--- src/rtl/ocm_arb_pkg.sv ---
// Shared types and sizing for the on-chip RAM port arbiter.
// Bit 0 of any two-port vector is port A, bit 1 is port B.
package ocm_arb_pkg;

   localparam int OCM_DEPTH  = 8192;
   localparam int OCM_ADDR_W = 13;

   typedef enum logic {SEL_A, SEL_B} port_sel_e;
   typedef enum logic {CLEAR, RUN}   state_e;

endpackage

--- src/rtl/rr_arb2.sv ---
// Two-way round-robin grant. When both ports request, the grant goes to the
// port that did not win most recently. Bit 0 is port A, bit 1 is port B.
module rr_arb2
   import ocm_arb_pkg::*;
(
   input  logic       clk,
   input  logic       rst,
   input  logic [1:0] req,
   input  logic       enable,
   output logic [1:0] gnt
);

   port_sel_e last_gnt;

   always_comb begin
      gnt = 2'b00;
      if (enable) begin
         if (req == 2'b11) gnt = (last_gnt == SEL_B) ? 2'b01 : 2'b10;
         else              gnt = req;
      end
   end

   // Reset to B so that A wins the first contention.
   always_ff @(posedge clk or posedge rst) begin
      if (rst)         last_gnt <= SEL_B;
      else if (gnt[0]) last_gnt <= SEL_A;
      else if (gnt[1]) last_gnt <= SEL_B;
   end

endmodule

--- src/rtl/ocm_port_arbiter.sv ---
// Shares one single-port RAM between port A (pixel DMA) and port B (CPU),
// optionally zero-filling the RAM after reset before anyone is served.
//
// state | meaning
// CLEAR | writing zero to clr_cnt each cycle, busy high, no grants
// RUN   | round-robin arbitration, one access per cycle
module ocm_port_arbiter
   import ocm_arb_pkg::*;
#(
   parameter int ADDR_W         = OCM_ADDR_W,
   parameter int DEPTH          = OCM_DEPTH,
   parameter int CLEAR_ON_RESET = 1
) (
   input  logic              clk,
   input  logic              reset,
   input  logic              a_req,
   input  logic              a_write,
   input  logic [ADDR_W-1:0] a_addr,
   input  logic [3:0]        a_be,
   input  logic [31:0]       a_wdata,
   output logic              a_gnt,
   output logic              a_rvalid,
   output logic [31:0]       a_rdata,
   input  logic              b_req,
   input  logic              b_write,
   input  logic [ADDR_W-1:0] b_addr,
   input  logic [3:0]        b_be,
   input  logic [31:0]       b_wdata,
   output logic              b_gnt,
   output logic              b_rvalid,
   output logic [31:0]       b_rdata,
   output logic              busy,
   output logic [ADDR_W-1:0] mem_address,
   output logic [3:0]        mem_byteenable,
   output logic              mem_chipselect,
   output logic              mem_write,
   output logic [31:0]       mem_writedata,
   output logic              mem_clken,
   input  logic [31:0]       mem_readdata
);

   localparam state_e            RESET_STATE = (CLEAR_ON_RESET != 0) ? CLEAR : RUN;
   localparam logic [ADDR_W-1:0] LAST_ADDR   = ADDR_W'(DEPTH - 1);

   state_e            state;
   logic [ADDR_W-1:0] clr_cnt;
   logic [ADDR_W-1:0] addr_q;
   logic [1:0]        gnt;
   logic              rd_a_q;
   logic              rd_b_q;

   rr_arb2 u_arb (
      .clk    (clk),
      .rst    (reset),
      .req    ({b_req, a_req}),
      .enable (state == RUN),
      .gnt    (gnt)
   );

   assign a_gnt     = gnt[0];
   assign b_gnt     = gnt[1];
   assign mem_clken = 1'b1;

   always_ff @(posedge clk or posedge reset) begin
      if (reset) begin
         state   <= RESET_STATE;
         busy    <= (CLEAR_ON_RESET != 0);
         clr_cnt <= '0;
      end else if (state == CLEAR) begin
         if (clr_cnt == LAST_ADDR) begin
            state <= RUN;
            busy  <= 1'b0;
         end else begin
            clr_cnt <= clr_cnt + ADDR_W'(1);
         end
      end
   end

   always_comb begin
      mem_chipselect = 1'b0;
      mem_write      = 1'b0;
      mem_byteenable = 4'h0;
      mem_writedata  = 32'h0;
      mem_address    = addr_q;
      if (state == CLEAR) begin
         mem_chipselect = 1'b1;
         mem_write      = 1'b1;
         mem_byteenable = 4'hF;
         mem_address    = clr_cnt;
      end else if (gnt[0]) begin
         mem_chipselect = 1'b1;
         mem_write      = a_write;
         mem_byteenable = a_be;
         mem_writedata  = a_wdata;
         mem_address    = a_addr;
      end else if (gnt[1]) begin
         mem_chipselect = 1'b1;
         mem_write      = b_write;
         mem_byteenable = b_be;
         mem_writedata  = b_wdata;
         mem_address    = b_addr;
      end
   end

   // Idle cycles keep presenting the last address to the RAM.
   always_ff @(posedge clk or posedge reset) begin
      if (reset)               addr_q <= '0;
      else if (mem_chipselect) addr_q <= mem_address;
   end

   always_ff @(posedge clk or posedge reset) begin
      if (reset) begin
         rd_a_q <= 1'b0;
         rd_b_q <= 1'b0;
      end else begin
         rd_a_q <= gnt[0] & ~a_write;
         rd_b_q <= gnt[1] & ~b_write;
      end
   end

   assign a_rvalid = rd_a_q;
   assign b_rvalid = rd_b_q;
   assign a_rdata  = mem_readdata;
   assign b_rdata  = mem_readdata;

endmodule

--- config.mk ---
export PLATFORM = sky130hd
export DESIGN_NAME = ocm_port_arbiter
export DESIGN_NICKNAME = d
export VERILOG_FILES = /design/src/rtl/ocm_arb_pkg.sv /design/src/rtl/rr_arb2.sv /design/src/rtl/ocm_port_arbiter.sv
export SDC_FILE = /design/constraint.sdc
export NUM_CORES = 1
export LEC_CHECK = 0
export ABC_AREA = 0
export CAP_MARGIN = 5
export CORE_AREA = 2 2 99 101
export CTS_BUF_LIST = sky130_fd_sc_hd__clkbuf_8 sky130_fd_sc_hd__clkbuf_16
export CTS_CLUSTER_DIAMETER = 50
export DETAILED_ROUTE_END_ITERATION = 6
export DIE_AREA = 0 0 101 103
export GPL_ROUTABILITY_DRIVEN = 0
export PLACE_DENSITY = 0.75
export REMOVE_ABC_BUFFERS = 1
export SLEW_MARGIN = 10
export SYNTH_ARGS = -nofsm -noshare
export SYNTH_HDL_FRONTEND = slang
export SYNTH_HIERARCHICAL = 1
export SYNTH_SLANG_ARGS = --single-unit
--- constraint.sdc ---
create_clock -name clk -period 2.6 [get_ports clk]
set_input_delay 0.52 -clock clk [delete_from_list [all_inputs] [get_ports clk]]
set_output_delay 0.52 -clock clk [all_outputs]
set_load 0.01 [all_outputs]
# After elaboration in Yosys (flattened, before gate mapping)
# Index checks and enable logic that the tools add are counted.
[word_totals]
in_bits = 136
out_inout_bits = 121
register_bits = 31
word_cells = 41
[classes]
eq_ne = 2
muxes = 22
n_bitwise = 6
n_reduce_logical = 3
n_addsub = 1
[ops]
columns = ["operator", "n"]
rows = [
  ["32-bit 2-to-1 mux", 3],
  ["13-bit 2-to-1 mux", 3],
  ["13-bit by 1-bit adder with 13-bit output, second input constant", 1],
  ["13-bit == test, second input constant", 1],
  ["4-bit 2-to-1 mux", 3],
  ["1-bit 2-to-1 mux", 10],
  ["2-bit 2-to-1 mux", 3],
  ["1-bit inverter", 4],
  ["2-bit AND reduction", 2],
  ["1-bit AND", 2],
  ["2-bit == test, second input constant", 1],
  ["2-bit nonzero test", 1],
]

# Longest topological paths before layout
# Gate-level depths: netlist (run 1).
[depth]
ltp_word = 6
ltp_mapped = 8

# By module
# The synthesis (run 1) kept the hierarchy.
[by_module_without_submodules]
columns = ["module", "instances", "cells_per_inst", "seq_area_each_um2", "area_each_um2"]
rows = [
  ["ocm_port_arbiter", 1, 273, 752.0, 2413.6],
  ["rr_arb2", 1, 9, 26.3, 66.3],
]

# Worst setup path before layout (run 1)
# OpenSTA, ideal clock, no wires.
[synth_timing]
path_type = "input -> output"
start = "in b_req"
end = "out mem_address[11]"
required_ps = 2080
n_path_buf = 2
setup_slack_ps = 79
arrival_time_ps = 2001
cell_stages = 8
cell_sequence = "nand2_1 > a21oi_1 > nor2b_1 > clkbuf_1 > buf_2 > a22oi_1 > a21oi_1 > a21o_1"
[synth_between]
elab_chain_len = 6
[synth_lines]
columns = ["element", "line", "source"]
rows = [
  ["start: declaration", "ocm_port_arbiter.sv:24", "input logic b_req,"],
  ["2-bit == test", "rr_arb2.sv:18", "if (req == 2'b11) gnt = (last_gnt == SEL_B) ? 2'b01 : 2'b10;"],
  ["2-bit 2-to-1 mux (*)", "rr_arb2.sv:18", ""],
  ["2-bit 2-to-1 mux (*)", "rr_arb2.sv:17", "if (enable) begin"],
  ["via b_gnt", "ocm_port_arbiter.sv:29", "output logic b_gnt,"],
  ["13-bit 2-to-1 mux (*)", "ocm_port_arbiter.sv:96", "end else if (gnt[1]) begin"],
  ["13-bit 2-to-1 mux (*)", "ocm_port_arbiter.sv:90", "end else if (gnt[0]) begin"],
  ["13-bit 2-to-1 mux (*)", "ocm_port_arbiter.sv:85", "if (state == CLEAR) begin"],
  ["end: declaration", "ocm_port_arbiter.sv:33", "output logic [ADDR_W-1:0] mem_address,"],
]
# Mark *: on every way through the listed nets, which the timed path passes. The rest lies on a longest branch.

# Worst setup path in the final report (run 1)
[layout_timing]
start = "reg u_arb.last_gnt"
end = "out mem_address[3]"
[layout_between]
elab_chain_len = 6
[layout_lines]
columns = ["element", "line", "source"]
rows = [
  ["start: declaration", "rr_arb2.sv:13", "port_sel_e last_gnt;"],
  ["start signal: assignment", "rr_arb2.sv:25", "if (rst) last_gnt <= SEL_B;"],
  ["start signal: assignment", "rr_arb2.sv:26", "else if (gnt[0]) last_gnt <= SEL_A;"],
  ["start signal: assignment", "rr_arb2.sv:27", "else if (gnt[1]) last_gnt <= SEL_B;"],
  ["2-bit 2-to-1 mux (*) (2 in a row)", "rr_arb2.sv:18", ""],
  ["2-bit 2-to-1 mux (*)", "rr_arb2.sv:17", ""],
  ["13-bit 2-to-1 mux", "ocm_port_arbiter.sv:96", ""],
  ["13-bit 2-to-1 mux (*)", "ocm_port_arbiter.sv:90", ""],
  ["13-bit 2-to-1 mux (*)", "ocm_port_arbiter.sv:85", ""],
]
# Mark *: on every way between the ends. The rest lies on a longest branch, timed or not.

==> results of run 1 <==
[sequential cells by signal, indices dropped and copies added, names as in the netlist]
register,flops
clr_cnt,13
u_arb/last_gnt,1
addr_q,13
a_rvalid,1
state,1
b_rvalid,1
busy,1
[area by class of cell]
type	instances	area, sq um
Fill cell	899	5429
Timing Repair Buffer	195	1775
Multi-Input combinational cell	159	1200
Sequential cell	31	778.2
Tap cell	114	142.6
Clock buffer	7	96.34
Inverter	8	30.03
Clock inverter	1	7.507
[power by group through the flow]
| stage | combinational, mW | clock (mW) | sequential, mW |
|---|---|---|---|
| after detailed placement | 0.177 | 0 | 0.491 |
| after global placement | 0.177 | 0 | 0.491 |
| final | 0.180 | 0.427 | 0.482 |
| after floorplan | 0.00856 | 0 | 0.491 |
| after global routing | 0.188 | 0.455 | 0.482 |
| after CTS | 0.179 | 0.435 | 0.482 |
[worst reg2reg max path, cell delays in order (launching register included)]
cell     delay (ns)
dfrtp_1        0.41
ha_1           0.21
nand4_1        0.09
or4_1          0.68
nor2b_4        0.22
mux2_4         0.31
[final timing paths]
| kind | start | end | cells past startpoint |
|---|---|---|---|
| setup / recovery | u_arb/last_gnt | mem_address[3] | 7 |
| hold / removal | busy | busy | 2 |
| setup reg to reg | clr_cnt[1] | clr_cnt[1] | 5 |
| hold reg to reg | busy | busy | 2 |
| max in group asynchronous | reset | busy | 3 |
| min in group asynchronous | reset | u_arb/last_gnt | 2 |
[synth_stat cells (3+ instances only)]
cell type,count,area share (%)
inv_1,8,1.2
xnor2_1,8,2.8
buf_2,3,0.61
a21o_1,26,7.9
a22oi_1,17,5.1
nand3_1,4,0.81
nor2b_1,4,1.0
nand4_1,4,1.0
nand2_1,10,1.5
a21oi_1,17,3.4
clkbuf_1,15,2.3
nor2_1,16,2.4
buf_4,65,20
dfrtp_1,29,29
a22o_1,32,11
[layer usage]
layer  vias to the layer above  part of all wire (%)
met3                         9                    28
met4                         0                  0.87
met2                       251                    38
met1                      1275                    33
met5                         -                     0
li1                       1169                     -
[repair_timing]
action,CTS,global route
buffers inserted,16,0
endpoints found under the setup margin,52,44
gates cloned,1,0
pin swaps,9,4
resized for setup,197,39
[logic make-up after synthesis]
kind of cell             Yosys count  synth area share (%)
adder cells (fa/ha/maj)            1                0.5045
buffers and inverters             92                 23.91
XOR/XNOR                           9                 3.179
flip-flops                        31                 31.38
AND/OR/NAND/NOR                   50                 10.95
multiplexers                       1                0.6053
AO/OA/AOI/OAI                     97                 29.31
other                              1                0.1512
==> results by group, run 1 <==
Floorplanning
  • Starting Density: 26.22%
  • Die area: 10,400 sq um
  • Die Y: 103 um
  • # IOs: 257
  • Site row count: 36
  • CORE AREA: 9459 sq um
  • Die Wd: 101 um

CTS
  • Clk_lat worst skew: 0.28 ns
  • Post-cts hold buffer count: 0
  • Worst-path clk slew: 0.07 ns
  • CTS tree: yes
  • CTS Buffer Depth: 2
  • Clk sinks: 31
  • H-tree depth: 2
  • Root buffer cell: clkbuf_8
  • CTS Buf Count: 5

Global route
  • Most used routing layer: met2
  • Met2 GRT Util: 35.95%
  • GR Util met3: 33.22%
  • Vias in the first global route: 2,640
  • Tot GR Track Use: 26.69%
  • First-pass GRT wire length: 18.84 mm
  • Initial antenna violation count: 0
  • Largest net degree at the start of global routing: 35
  • Grt total ovfl: 0
  • Met1 Usage GRT: 26.17%

Drt
  • Vias: 2,704
  • Initial drt markers: 133
  • DR WL/cell: 28.43 um
  • # DRC: 0
  • DRT Wirelength: 14.64 mm
  • Number of vias per cell: 5.250
  • First drt pass iteration count: 5
  • Final ANT Viol Nets: 0

STA
  • Max-slew violations: 0
  • Maximum clock frequency: 0.3919 GHz
  • RSZ-0062 raised after global routing: true
  • Total negative slack: 0 ns
  • Hold Fails Final Rpt: 0
  • Worst setup margin: 0.04803 ns
  • Final setup violation count: 0
  • WHS: 0.4580 ns
  • Clock skew: 0.01019 ns
  • Final period util: 98.15%
  • Minimum clock period: 2.552 ns

Yosys
  • Synth Instances: 282
  • Avg Cell Area, Syn: 8.794 sq um
  • Most used DFF post-synth: dfrtp_1
  • Yosys reg bits: 31
  • Yosys cell types: 36
  • Sequential share of the synthesized area: 31.38%
  • Post-synth ARST share: 100.0%
  • Post-synth EDFFs: 0
  • Synth Cell Area: 2480 sq um
  • Ys Warns: 6

Run status
  • Status: completed

Placed design
  • Pre-CTS WS: -0.5162 ns
  • Hpwl dp: 12.06 mm
  • Placed cell count: 491
  • Port bufs: 159
  • Placed inst area: 3842 sq um

Power and ir drop
  • Switching Fraction: 21.07%
  • Internal Power: 860.2 uW
  • Clock power frac: 39.2%
  • NetSw: 229.6 uW
  • Design Power: 1.090 mW
  • PwrDens: 270.4 nW/um^2
  • Logic gate share of total power: 16.5%
  • Worst vdd rail ir drop: 171.7 uV
  • Flop pwr share: 44.3%
  • Leakage Power: 1.920 nW

Final layout
  • # nets final: 537
  • Final core occ: 42.61%
  • Most frequent cells in the layout: 106 x clkdlybuf4s50_1, 35 x buf_4, 32 x a22o_1
  • Area Overhead vs Synth: 62.51%
  • Layout Cells excl Fill: 515
  • Diode count: 0
  • Most common cell after layout, fill and taps aside: clkdlybuf4s50_1
  • Share of cells above drive strength 1: 28.93%
  • Design area: 4030 sq um

Worst setup path
  • CP Max Fanout: 34
  • Reg-to-reg slack, setup: 0.57 ns
  • Crit-path cells: inv_2 > a21oi_4 > buf_6 > and3b_1 > buf_12 > a21o_1 > dlygate4sd2_1
  • Delay-heaviest family, CP: buffers and inverters
  • Setup CP Type: register to output pin
  • Crit path launch type: register
  • Critical Path AT: 2.03 ns
  • CP bufs+invs: 4
  • Worst path max stage delay: 0.54 ns
  • CP Capture Type: output pin
  • CP max-delay cell: dfstp_2
  • Worst EP required: 2.08 ns

Worst hold path
  • Hold crit path type: register to register

Run
  • Number of max-cap violations: 0
(Power assumes the default switching activity.)
==> inputs of run 2 (changes only) <==
--- a/config.mk
+++ b/config.mk
@@ -7,13 +7,13 @@
 export LEC_CHECK = 0
 export ABC_AREA = 0
 export CAP_MARGIN = 5
-export CORE_AREA = 2 2 99 101
-export CTS_BUF_LIST = sky130_fd_sc_hd__clkbuf_8 sky130_fd_sc_hd__clkbuf_16
+export CORE_AREA = 2 2 100 102
+export CTS_BUF_LIST = sky130_fd_sc_hd__clkbuf_8
 export CTS_CLUSTER_DIAMETER = 50
 export DETAILED_ROUTE_END_ITERATION = 6
-export DIE_AREA = 0 0 101 103
+export DIE_AREA = 0 0 102 104
 export GPL_ROUTABILITY_DRIVEN = 0
-export PLACE_DENSITY = 0.75
+export PLACE_DENSITY = 0.74
 export REMOVE_ABC_BUFFERS = 1
 export SLEW_MARGIN = 10
 export SYNTH_ARGS = -nofsm -noshare
==> constraint.sdc (replaced) <==
create_clock -name clk -period 3.15 [get_ports clk]
set_input_delay 0.63 -clock clk [delete_from_list [all_inputs] [get_ports clk]]
set_output_delay 0.63 -clock clk [all_outputs]
set_load 0.01 [all_outputs]
==> results by group, run 2 (synthesis results as in run 1) <==
Run status
  • Status: complete, but fails checks
  • Failing checks: negative setup slack

STA
  • RSZ-0062 raised after global routing: true
  • Total negative slack: -0.07388 ns (-0.07388 ns)
  • Clock skew: 0.004778 ns (-0.005415 ns)
  • Maximum clock frequency: 0.3150 GHz
  • Final setup violation count: 7 (+7)
  • Hold Fails Final Rpt: 0 (unchanged)
  • Worst setup margin: -0.02423 ns (-0.07227 ns)
  • WHS: 0.4590 ns (+0.0009440 ns)
  • Final period util: 100.8%
  • Max-slew violations: 0 (unchanged)
  • Minimum clock period: 3.174 ns

Floorplanning
  • # IOs: 257 (unchanged)
  • Site row count: 36 (unchanged)
  • CORE AREA: 9549 sq um (+0.95%)
  • Starting Density: 25.97% (-0.25 points)
  • Die area: 10,610 sq um (+2.0%)
  • Die Wd: 102 um (+0.99%)
  • Die Y: 104 um (+0.97%)

Final layout
  • Design area: 3998 sq um (-0.81%)
  • Most common cell after layout, fill and taps aside: clkdlybuf4s50_1
  • Largest regs: addr_q (13), clr_cnt (13)
  • # nets final: 534 (-0.56%)
  • Final core occ: 41.86% (-0.74 points)
  • Share of cells above drive strength 1: 21.36% (-7.6 points)
  • Most frequent cells in the layout: 107 x clkdlybuf4s50_1, 31 x a22o_1, 29 x dfrtp_1
  • Area Overhead vs Synth: 61.20%
  • Diode count: 0 (unchanged)

Worst setup path
  • Worst EP required: 2.52 ns (+0.44 ns)
  • CP Capture Type: output pin
  • CP max-delay cell: clkdlybuf4s50_1
  • Critical Path AT: 2.54 ns (+0.51 ns)
  • CP bufs+invs: 5 (+1)
  • Crit-path cells: clkdlybuf4s50_1 > buf_4 > a21oi_4 > buf_6 > and3b_2 > buf_6 > a22o_4 > dlygate4sd2_1
  • Setup CP Type: input pin to output pin
  • Crit path launch type: input pin
  • Worst path max stage delay: 0.43 ns (-0.11 ns)
  • Most common cell on crit path: buf_6
  • CP Max Fanout: 17 (-50%)
  • Delay-heaviest family, CP: buffers and inverters

Drt
  • Vias: 2,651 (-2.0%)
  • Number of vias per cell: 4.992 (-4.9%)
  • # DRC: 0 (unchanged)
  • First drt pass iteration count: 4 (-1)
  • DRT Wirelength: 15.48 mm (+5.8%)
  • Final ANT Viol Nets: 0 (unchanged)
  • Initial drt markers: 251 (+89%)
  • DR WL/cell: 29.16 um (+2.6%)

CTS
  • H-tree depth: 2 (unchanged)
  • Clk sinks: 31 (unchanged)
  • CTS tree: yes
  • Post-cts hold buffer count: 0 (unchanged)
  • Clk_lat worst skew: 0.29 ns (about the same)
  • Worst-path clk slew: 0.07 ns (about the same)
  • CTS Buffer Depth: 2 (unchanged)
  • Root buffer cell: clkbuf_8
  • CTS Buf Count: 5 (unchanged)

Global route
  • Initial antenna violation count: 0 (unchanged)
  • First-pass GRT wire length: 20.20 mm (+7.3%)
  • Largest net degree at the start of global routing: 40 (+14%)
  • Vias in the first global route: 2,599 (-1.6%)
  • Grt total ovfl: 0 (unchanged)
  • Tot GR Track Use: 28.35% (+1.7 points)

Placed design
  • Hpwl dp: 13.22 mm (+9.6%)
  • Port bufs: 159 (unchanged)
  • Placed inst area: 3871 sq um (+0.75%)

Power and ir drop
  • Leakage Power: 1.993 nW (+3.8%)
  • Design Power: 869.9 uW (-20%)
  • PwrDens: 217.6 nW/um^2 (-20%)
  • Worst vdd rail ir drop: 148.0 uV (-14%)

Worst hold path
  • Hold crit path type: register to register

Run
  • Number of max-cap violations: 0 (unchanged)
run 2: cell count changes in the layout (fill, tap and decap cells not counted), moves of 8 or more:
cell	delta
buf_2	-27
dlymetal6s2s_1	+8
buf_4	-9
dlygate4sd2_1	+15
clkbuf_2	+20
run 2: where the power goes:
group	leakage [nW]	switching (mW)	internal [mW]
sequential	0.402	0	0.398
clock	0.0453	0.162	0.151
combinational	1.55	0.0452	0.113
total	1.99	0.208	0.662
run 2: layout make-up:
class                           count  area, sq um
Clock buffer                        5        68.82
Timing Repair Buffer              192         1759
Inverter                            8        30.03
Clock inverter                      3        16.27
Sequential cell                    31        778.2
Multi-Input combinational cell    159         1179
Fill cell                         958         5552
Tap cell                          133        166.4
run 2: repair_timing:
action / CTS / global route
setup endpoints to repair: 51 / 40
pin swaps: 4 / 9
setup buffers: 1 / 8
gates resized for setup: 59 / 64
run 2: path summary, 6_finish.rpt:
kind                                 start  slack, ns               end  cells after the start
worst min-delay path                  busy       0.46              busy                      2
max in group asynchronous            reset       1.90              busy                      3
worst max-delay path                 b_req      -0.02  mem_writedata[0]                      8
worst max register to register  clr_cnt[0]       1.12        clr_cnt[1]                      5
worst min register to register        busy       0.46              busy                      2
min in group asynchronous            reset       0.62        addr_q[10]                      2
run 2: per-layer routing:
| metal | wire (um) | track usage, % |
|---|---|---|
| met2 | 5766 | 34.73 |
| met3 | 3712 | 29.10 |
| met4 | 577 | 10.76 |
| met1 | 5366 | 31.72 |
| met5 | 59 | 6.154 |
run 2: stage by stage:
step / setup slack (ns) / cells
2_1_floorplan: -0.5747 / 198
3_3_place_gp: -0.2414 / 514
3_5_place_dp: -0.2792 / 514
4_1_cts: -0.1256 / 523
5_1_grt: -0.07060 / 531
6_report: -0.02423 / 531
run 2: worst register-to-register path: stages (launching register included):
cell and delay [ns]:
dfrtp_1 0.41, ha_1 0.22, nand4_1 0.10, or4_1 0.67, nor2b_4 0.22, mux2_4 0.30
==> inputs of run 3 (changes only) <==
--- a/config.mk
+++ b/config.mk
@@ -13,6 +13,7 @@
 export DETAILED_ROUTE_END_ITERATION = 6
 export DIE_AREA = 0 0 102 104
 export GPL_ROUTABILITY_DRIVEN = 0
+export GPL_TIMING_DRIVEN = 0
 export PLACE_DENSITY = 0.74
 export REMOVE_ABC_BUFFERS = 1
 export SLEW_MARGIN = 10
==> results by group, run 3 (synthesis results as in run 1) <==
Worst setup path
  • R2r endpoint: clr_cnt[1]
  • Reg-to-reg slack, setup: 1.10 ns (-0.02 ns)
  • R2r worst-path depth: 5 (unchanged)
  • Worst EP required: 2.52 ns (about the same)
  • CP Max Fanout: 16 (-1)
  • Setup CP Type: input pin to output pin
  • CP Capture Type: output pin
  • Crit path launch type: input pin
  • RR Startpoint: clr_cnt[0]
  • Critical Path AT: 2.47 ns (-0.07 ns)

CTS
  • Clk_lat worst skew: 0.28 ns (about the same)
  • CTS Buffer Depth: 2 (unchanged)
  • Worst-path clk slew: 0.06 ns (about the same)
  • H-tree depth: 2 (unchanged)
  • Root buffer cell: clkbuf_8
  • CTS Buf Count: 5 (unchanged)
  • Clk sinks: 31 (unchanged)
  • CTS tree: yes

STA
  • RSZ-0062 raised after global routing: false
  • Max-slew violations: 0 (unchanged)
  • Final period util: 98.40% (-2.4 points)
  • Slew headroom: 29.37%
  • Minimum clock period: 3.099 ns (-0.07475 ns)
  • Clock skew: 0.007632 ns (+0.002854 ns)
  • Tightest Pin Transition: 1.053 ns
  • Final setup violation count: 0 (-7)
  • Maximum clock frequency: 0.3226 GHz (+2.4%)
  • Hold Fails Final Rpt: 0 (unchanged)

Global route
  • Initial antenna violation count: 0 (unchanged)
  • Met1 Usage GRT: 27.55% (-4.2 points)
  • Grt total ovfl: 0 (unchanged)
  • GR Util met3: 30.91% (+1.8 points)
  • Tot GR Track Use: 27.40% (-0.95 points)
  • Met2 GRT Util: 37.36% (+2.6 points)
  • Largest net degree at the start of global routing: 33 (-18%)
  • Vias in the first global route: 2,674 (+2.9%)
  • First-pass GRT wire length: 19.83 mm (-1.8%)
  • Most used routing layer: met2

Drt
  • Number of vias per cell: 5.037 (+0.88%)
  • # DRC: 0 (unchanged)
  • DR WL/cell: 29.80 um (+2.2%)
  • Vias: 2,619 (-1.2%)
  • First drt pass iteration count: 5 (+1)
  • Initial drt markers: 215 (-14%)
  • DRT Wirelength: 15.50 mm (about the same)
  • Final ANT Viol Nets: 0 (unchanged)

Floorplanning
  • Die area: 10,610 sq um (unchanged)
  • Starting Density: 25.97% (unchanged)
  • # IOs: 257 (unchanged)
  • Die Y: 104 um (unchanged)
  • Die Wd: 102 um (unchanged)
  • Site row count: 36 (unchanged)
  • CORE AREA: 9549 sq um (unchanged)

Final layout
  • Share of cells above drive strength 1: 12.40% (-9.0 points)
  • Diode count: 0 (unchanged)
  • Most common cell after layout, fill and taps aside: clkdlybuf4s50_1
  • Multi-input logic area: 1186 sq um (+0.64%)
  • Filler cells: 953 (-0.52%)
  • # nets final: 523 (-2.1%)
  • Register Area: 782.0 sq um (+0.48%)
  • Largest regs: addr_q (13), clr_cnt (13)
  • Layout Cells excl Fill: 520 (-2.1%)
  • Most frequent cells in the layout: 125 x clkdlybuf4s50_1, 32 x a22o_1, 28 x dfrtp_1
  • Area Overhead vs Synth: 64.03%

Run
  • Number of max-cap violations: 0 (unchanged)

Placed design
  • Hpwl dp: 12.47 mm (-5.7%)
  • Port bufs: 159 (unchanged)
  • Placed cell count: 491 (-4.5%)

Worst hold path
  • Hold path cells: 1 (-1)
  • Hold crit path type: register to register
  • Hold path startpoint: addr_q[11]
  • Hold endpoint: addr_q[11]

Power and ir drop
  • Worst vdd rail ir drop: 182.9 uV (+24%)
  • Design Power: 946.4 uW (+8.8%)
  • PwrDens: 232.7 nW/um^2 (+6.9%)
  • Leakage Power: 2.065 nW (+3.6%)

Run status
  • Status: completed
==> run 3: layout make-up <==
cell class	count	area share, %
repair buffers	179	43.89
multi-input cells	161	29.16
flip-flops and latches	31	19.22
well taps	133	4.091
clock buffers	6	2.030
clock inverters	2	0.8613
inverters	8	0.7382
==> run 3: worst max path at each step <==
| stage | start | endpoint | slack [ns] | cells after the start |
|---|---|---|---|---|
| 2_1_floorplan | state | mem_writedata[0] | -0.57 | 4 |
| 3_3_place_gp | state | mem_writedata[26] | -2.09 | 5 |
| 4_1_cts | state | mem_writedata[3] | 0.002 | 6 |
| 5_1_grt | a_req | mem_writedata[27] | 0.0002 | 7 |
| 3_5_place_dp | state | mem_address[1] | -1.55 | 7 |
| 6_report | a_req | mem_writedata[14] | 0.05 | 7 |
==> run 3: layer usage <==
layer	vias to the layer above	routed length, um
li1	1144	-
met1	1231	5078
met2	230	6269
met3	12	3791
met4	2	298
met5	-	58
==> run 3: report_power, final <==
part	switching [mW]	internal, mW
Combinational	0.0326	0.111
Clock	0.149	0.256
Sequential	0	0.398
==> run 3: critical path: stages <==
cell and delay [ns]:
clkdlybuf4s15_1 0.23, nand2_1 0.13, a21oi_4 0.06, buf_4 0.17
and3b_4 0.44, a22o_1 0.19, clkdlybuf4s50_1 0.61
==> run 3: metrics by stage <==
stage	setup TNS (ns)	hold WS, ns	utilization [%]	cell area, sq um	setup slack [ns]
floorplan	-27.26	0.4497	-	1917	-0.5747
global placement	-114.11	0.4599	38.48	3675	-2.091
detailed placement	-75.15	0.4661	38.71	3696	-1.548
CTS	0	0.4818	41.51	3964	0.002164
global route	0	0.4986	42.60	4068	0.0001525
finish	0	0.4823	42.60	4068	0.05051
==> run 3: repair_timing <==
action                                  in CTS  in global routing
buffers inserted                            12                  7
endpoints found under the hold margin        0                  0
gates cloned                                 2                  0
hold buffers                                 0                  0
pin swaps                                    3                  2
resized for setup                           39                 16
endpoints found under the setup margin      66                 29
